==> config.mk <==
export PLATFORM = sky130hd
export DESIGN_NAME = freq_meter
export DESIGN_NICKNAME = d
export VERILOG_FILES = /design/src/rtl/freq_meter.sv
export SDC_FILE = /design/constraint.sdc
export NUM_CORES = 1
export LEC_CHECK = 0
export CORE_MARGIN = 8
export CORE_UTILIZATION = 60
export CTS_CLUSTER_DIAMETER = 100
export DETAILED_ROUTE_END_ITERATION = 10
export PLACE_DENSITY = 0.8
export SETUP_SLACK_MARGIN = 0.02
export SLEW_MARGIN = 20
export SYNTH_ARGS = -nofsm -noshare
export SYNTH_HDL_FRONTEND = slang
export SYNTH_SLANG_ARGS = --single-unit
==> constraint.sdc <==
create_clock -name clk_50mhz -period 4.2 [get_ports clk_50mhz]
set_clock_uncertainty 0.15 [all_clocks]
set_input_delay 0.42 -clock clk_50mhz [delete_from_list [all_inputs] [get_ports clk_50mhz]]
set_output_delay 0.42 -clock clk_50mhz [all_outputs]
set_load 0.02 [all_outputs]
==> src/rtl/freq_meter.sv <==
// Gate-window frequency meter: counts synchronized rising edges of sig_in in packed BCD
// over GATE_CYCLES clocks and publishes the count with a one-cycle valid strobe.
module freq_meter #(
    parameter int GATE_CYCLES = 50000000,
    parameter int DIGITS      = 4
) (
    input  logic                  clk_50mhz,
    input  logic                  reset,
    input  logic                  sig_in,
    input  logic                  enable,
    output logic [4*DIGITS-1:0]   freq_bcd,
    output logic                  overflow,
    output logic                  valid,
    output logic                  gate_active
);
    localparam int BW = 4 * DIGITS;
    localparam int GW = $clog2(GATE_CYCLES);
    localparam logic [GW-1:0] GATE_LOAD = GW'(GATE_CYCLES - 1);
    localparam logic [GW-1:0] GATE_ONE  = GW'(1);

    typedef enum logic {
        S_IDLE = 1'b0,
        S_GATE = 1'b1
    } state_t;

    function automatic logic all_nines(input logic [BW-1:0] v);
        logic r;
        r = 1'b1;
        for (int d = 0; d < DIGITS; d++) begin
            r = r & (v[4*d +: 4] == 4'd9);
        end
        return r;
    endfunction

    function automatic logic [BW-1:0] bcd_inc(input logic [BW-1:0] v);
        logic [BW-1:0] r;
        logic          carry;
        r     = v;
        carry = 1'b1;
        for (int d = 0; d < DIGITS; d++) begin
            r[4*d +: 4] = carry ? ((v[4*d +: 4] == 4'd9) ? 4'd0 : (v[4*d +: 4] + 4'd1))
                                : v[4*d +: 4];
            carry       = carry & (v[4*d +: 4] == 4'd9);
        end
        return r;
    endfunction

    state_t          r_state;
    logic            r_sync1;
    logic            r_sync2;
    logic            r_prev;
    logic [GW-1:0]   r_gate_cnt;
    logic [BW-1:0]   r_count;
    logic            r_sat;
    logic [BW-1:0]   r_freq;
    logic            r_ovf;
    logic            r_valid;
    logic            r_gate_active;

    logic            w_rise;
    logic            w_win_end;
    logic [BW-1:0]   w_count_next;
    logic            w_sat_next;

    assign w_rise    = r_sync2 & ~r_prev;
    assign w_win_end = (r_gate_cnt == {GW{1'b0}});

    // Two-flop synchronizer for the asynchronous input plus the edge-detect history flop
    always_ff @(posedge clk_50mhz or posedge reset) begin
        if (reset) begin
            r_sync1 <= 1'b0;
            r_sync2 <= 1'b0;
            r_prev  <= 1'b0;
        end else begin
            r_sync1 <= sig_in;
            r_sync2 <= r_sync1;
            r_prev  <= r_sync2;
        end
    end

    // Saturating BCD count including this cycle's edge; all-9s holds and raises the flag
    always_comb begin
        w_count_next = r_count;
        w_sat_next   = r_sat;
        if (w_rise) begin
            if (all_nines(r_count)) begin
                w_sat_next = 1'b1;
            end else begin
                w_count_next = bcd_inc(r_count);
            end
        end else begin
            w_count_next = r_count;
        end
    end

    // Gate FSM; enable dropping on the window-end cycle still publishes that window
    always_ff @(posedge clk_50mhz or posedge reset) begin
        if (reset) begin
            r_state       <= S_IDLE;
            r_gate_cnt    <= GATE_LOAD;
            r_count       <= {BW{1'b0}};
            r_sat         <= 1'b0;
            r_freq        <= {BW{1'b0}};
            r_ovf         <= 1'b0;
            r_valid       <= 1'b0;
            r_gate_active <= 1'b0;
        end else begin
            r_valid <= 1'b0;
            case (r_state)
                S_IDLE: begin
                    r_count    <= {BW{1'b0}};
                    r_sat      <= 1'b0;
                    r_gate_cnt <= GATE_LOAD;
                    if (enable) begin
                        r_state       <= S_GATE;
                        r_gate_active <= 1'b1;
                    end else begin
                        r_state       <= S_IDLE;
                        r_gate_active <= 1'b0;
                    end
                end
                S_GATE: begin
                    if (w_win_end) begin
                        r_freq     <= w_count_next;
                        r_ovf      <= w_sat_next;
                        r_valid    <= 1'b1;
                        r_count    <= {BW{1'b0}};
                        r_sat      <= 1'b0;
                        r_gate_cnt <= GATE_LOAD;
                    end else if (!enable) begin
                        r_count    <= {BW{1'b0}};
                        r_sat      <= 1'b0;
                        r_gate_cnt <= GATE_LOAD;
                    end else begin
                        r_count    <= w_count_next;
                        r_sat      <= w_sat_next;
                        r_gate_cnt <= r_gate_cnt - GATE_ONE;
                    end
                    if (enable) begin
                        r_state       <= S_GATE;
                        r_gate_active <= 1'b1;
                    end else begin
                        r_state       <= S_IDLE;
                        r_gate_active <= 1'b0;
                    end
                end
                default: begin
                    r_state       <= S_IDLE;
                    r_gate_active <= 1'b0;
                end
            endcase
        end
    end

    assign freq_bcd    = r_freq;
    assign overflow    = r_ovf;
    assign valid       = r_valid;
    assign gate_active = r_gate_active;

endmodule
==> results.yml <==
critical_path:
  crit_chain: "inv_1 -> ha_1 -> nor4b_2 -> nand4_2 -> or3_1 -> nand2_1 -> o21ai_0"
  crit_path_start_kind: "register"
  setup.worst_path.end_class: "register"
  timing.critical_path.buf_inv: 1
  data_required_time_of_the_worst_path_ns: 4.24
  worst_path_arrival_time_ns: 2.68
  worstPathMaxFanout: 28
  worst_path_largest_cell_delay_ns: 0.82
  worstSetupPathType: "reg2reg"
  critPathTopFamily: "simple AND/OR/NAND/NOR gates"
  worst_path_max_delay_cell: "sky130_fd_sc_hd__or3_1"
cells_and_area:
  drive_gt1_frac: 0.120
  layout-area-overhead-vs-synth_pct: 16.2
  finish.net_count: 348
  antenna_cells_inserted: 0
  most-common-layout-cells: "sky130_fd_sc_hd__nand2_1 (47), sky130_fd_sc_hd__dfrtp_1 (47), sky130_fd_sc_hd__nor2_1 (38)"
min_path:
  hold_path_class: "reg2reg"
route:
  drt_pass_1_iters: 4
  wirelength_um: 6040
  vias: 2273
  detail_route.vias_per_cell: 5.52
  drc_errors: 0
  initialDrtViolationCount: 153
  drt.antenna.violating_nets: 0
  wl_per_cell_um: 14.7
synth:
  count_of_yosys_warnings_during_synthesis: 0
  ys_types: 39
  synth_seq_cells: 65
  ys_async_sr_fraction: 1.00
  netlist_area_um2: 3060
  synth_fp_nets: 323
  synthDominantAreaCellType: "sky130_fd_sc_hd__dfrtp_1"
  synth_edf_count: 0
  synth_top_cell_area_share: 0.385
  yosysSeqAreaShare: 0.540
  syn_avg_cell_area_um2: 9.79
  yosys_most_used_dff: "sky130_fd_sc_hd__dfrtp_1"
  synthCells: 312
  netlist_top_cells_area: "sky130_fd_sc_hd__dfrtp_1 (38%), sky130_fd_sc_hd__dfstp_2 (15%), sky130_fd_sc_hd__nand2_1 (5.8%), sky130_fd_sc_hd__nor2_1 (4.7%), sky130_fd_sc_hd__o21ai_0 (3.8%)"
die:
  fp.dieH_um: 87.4
  rows: 26
  ios: 23
  die_w_um: 87.4
  floorplan.initialDensity: 0.610
  fp.coreArea_um2: 5010
  die_area_um2: 7630
sta:
  tightest_slew_ns: 0.874
  ratio_of_final_minimum_period_to_clock_period: 0.629
  report.final.hold_viol_count: 0
  tns_ns: 0
  timing.final.crit_period_ns: 2.64
  final_max_slew_viol_count: 0
  report.final.setup_viol: 0
  achievable-frequency_mhz: 379
  setup_repair_after_global_routing_missed_its_margin: "false"
  timing.slew.headroom: 0.417
  timing.hold.ws_ns: 0.207
global_routing:
  globalRoute.totalOverflow: 0
  grt_pass1_wl_um: 10400
  first_global_vias: 2307
  pin_count_of_the_biggest_net_entering_global_routing: 41
  groute.usage.overall: 0.176
  initial_antenna_violation_count: 0
clocking:
  clkTransAtPathRegs_ns: 0.07
  tritoncts: "built"
  worst_skew_pair.late_latency_ns: 0.35
  cts_buffer_depth: 2
  cts_max_level: 3
  root_buffer: "sky130_fd_sc_hd__clkbuf_8"
  cts_hold_repair.buffers: 0
  tritoncts.num_buffers: 9
  postCtsSetupBuffers: 0
  cts_sinks: 65
  cts_resized: 0
place:
  gp_congestion: 0.853
  dp.final_hpwl_um: 4130
  io_buffers: 22
power:
  leakagePower_nw: 1.42
  power.density_cell_area_nw_per_um2: 353
  power.ir.vdd_worst_v: 0.000247
flow_run:
  drv_cap: 0
status:
  status: "finished, final reports clean"
==> metal layers <==
layer	wire length (µm)	track usage	vias up
li1	-	-	1132
met1	2650	0.199	1094
met2	3070	0.295	40
met3	240	0.0491	7
met4	80	0.0875	0
met5	0	0	-
==> final cells by class <==
type | instances | area (µm²)
Clock inverter | 7 | 95.1
Inverter | 7 | 26.3
Timing Repair Buffer | 23 | 228
Fill cell | 409 | 1460
Tap cell | 70 | 87.6
Clock buffer | 9 | 124
Sequential cell | 65 | 1650
Multi-Input combinational cell | 231 | 1340
==> cells in the mapped netlist, drive strengths merged (2+ instances only) <==
library cell,n
nor3,14
o21ai,24
a21oi,14
o31a,2
or3,11
nand2,47
inv,7
and2,2
nand4,6
xnor2,12
nand3,10
clkbuf,4
nand2b,2
xor2,9
dfrtp,47
buf,5
ha,7
nand4b,3
o31ai,3
nor2,38
nand3b,4
dfstp,18
nor2b,3
nor4,9
==> worst reg2reg max path: stages (launching register included) <==
cell                      delay (ns)
sky130_fd_sc_hd__dfstp_2        0.38
sky130_fd_sc_hd__inv_1          0.05
sky130_fd_sc_hd__ha_1           0.21
sky130_fd_sc_hd__nor4b_2        0.27
sky130_fd_sc_hd__nand4_2        0.32
sky130_fd_sc_hd__or3_1          0.83
sky130_fd_sc_hd__nand2_1        0.18
sky130_fd_sc_hd__o21ai_0        0.10
==> cell families (layout without fill, tap and decap cells) <==
logic type / count (synthesis) / in the layout / synth area share
compound gates: 47 / 47 / 0.0864
xor+xnor: 21 / 21 / 0.0602
fa+ha+maj: 7 / 7 / 0.0287
buf+inv: 16 / 46 / 0.0217
flops: 65 / 65 / 0.540
mux: 2 / 2 / 0.00696
simple gates: 154 / 154 / 0.256
==> report_power, final <==
part	switching [W]	internal [W]	total [W]	leakage, nW
clock network	0.000257	0.000334	0.000590	0.109
registers	0.00000265	0.000630	0.000633	0.837
logic	0.0000228	0.00000696	0.0000297	0.475
total	0.000282	0.000971	0.00125	1.42
==> sequential cells by signal, summed over array words and instances (netlist names) <==
| register | flops |
|---|---|
| r_gate_cnt | 26 |
| freq_bcd | 16 |
| r_count | 16 |
| gate_active | 1 |
| overflow | 1 |
| r_prev | 1 |
| r_sat | 1 |
| r_sync1 | 1 |
| r_sync2 | 1 |
| valid | 1 |
==> metrics by stage <==
stage / utilization / setup WS (ns) / cells / power, W / cell area (µm²)
after CTS: 0.709 / 1.54 / 412 / 0.00126 / 3550
final: 0.709 / 1.56 / 412 / 0.00125 / 3550
after global routing: 0.709 / 1.29 / 412 / 0.00130 / 3550
after detailed placement: 0.665 / 1.58 / 396 / 0.000675 / 3330
after global placement: 0.665 / 1.60 / 396 / 0.000675 / 3330
after floorplan: - / 2.03 / 312 / 0.000664 / 3060
==> worst paths after layout <==
kind | depth (start not counted) | slack (ns) | end | start
min in group asynchronous | 2 | 0.39 | r_count[2] | reset
setup / recovery | 7 | 1.56 | freq_bcd[3] | r_gate_cnt[0]
hold reg to reg | 0 | 0.21 | r_sync2 | r_sync1
setup reg to reg | 7 | 1.56 | freq_bcd[3] | r_gate_cnt[0]
hold / removal | 0 | 0.21 | r_sync2 | r_sync1
max in group asynchronous | 3 | 2.64 | r_gate_cnt[23] | reset
(Power assumes the default switching activity.)
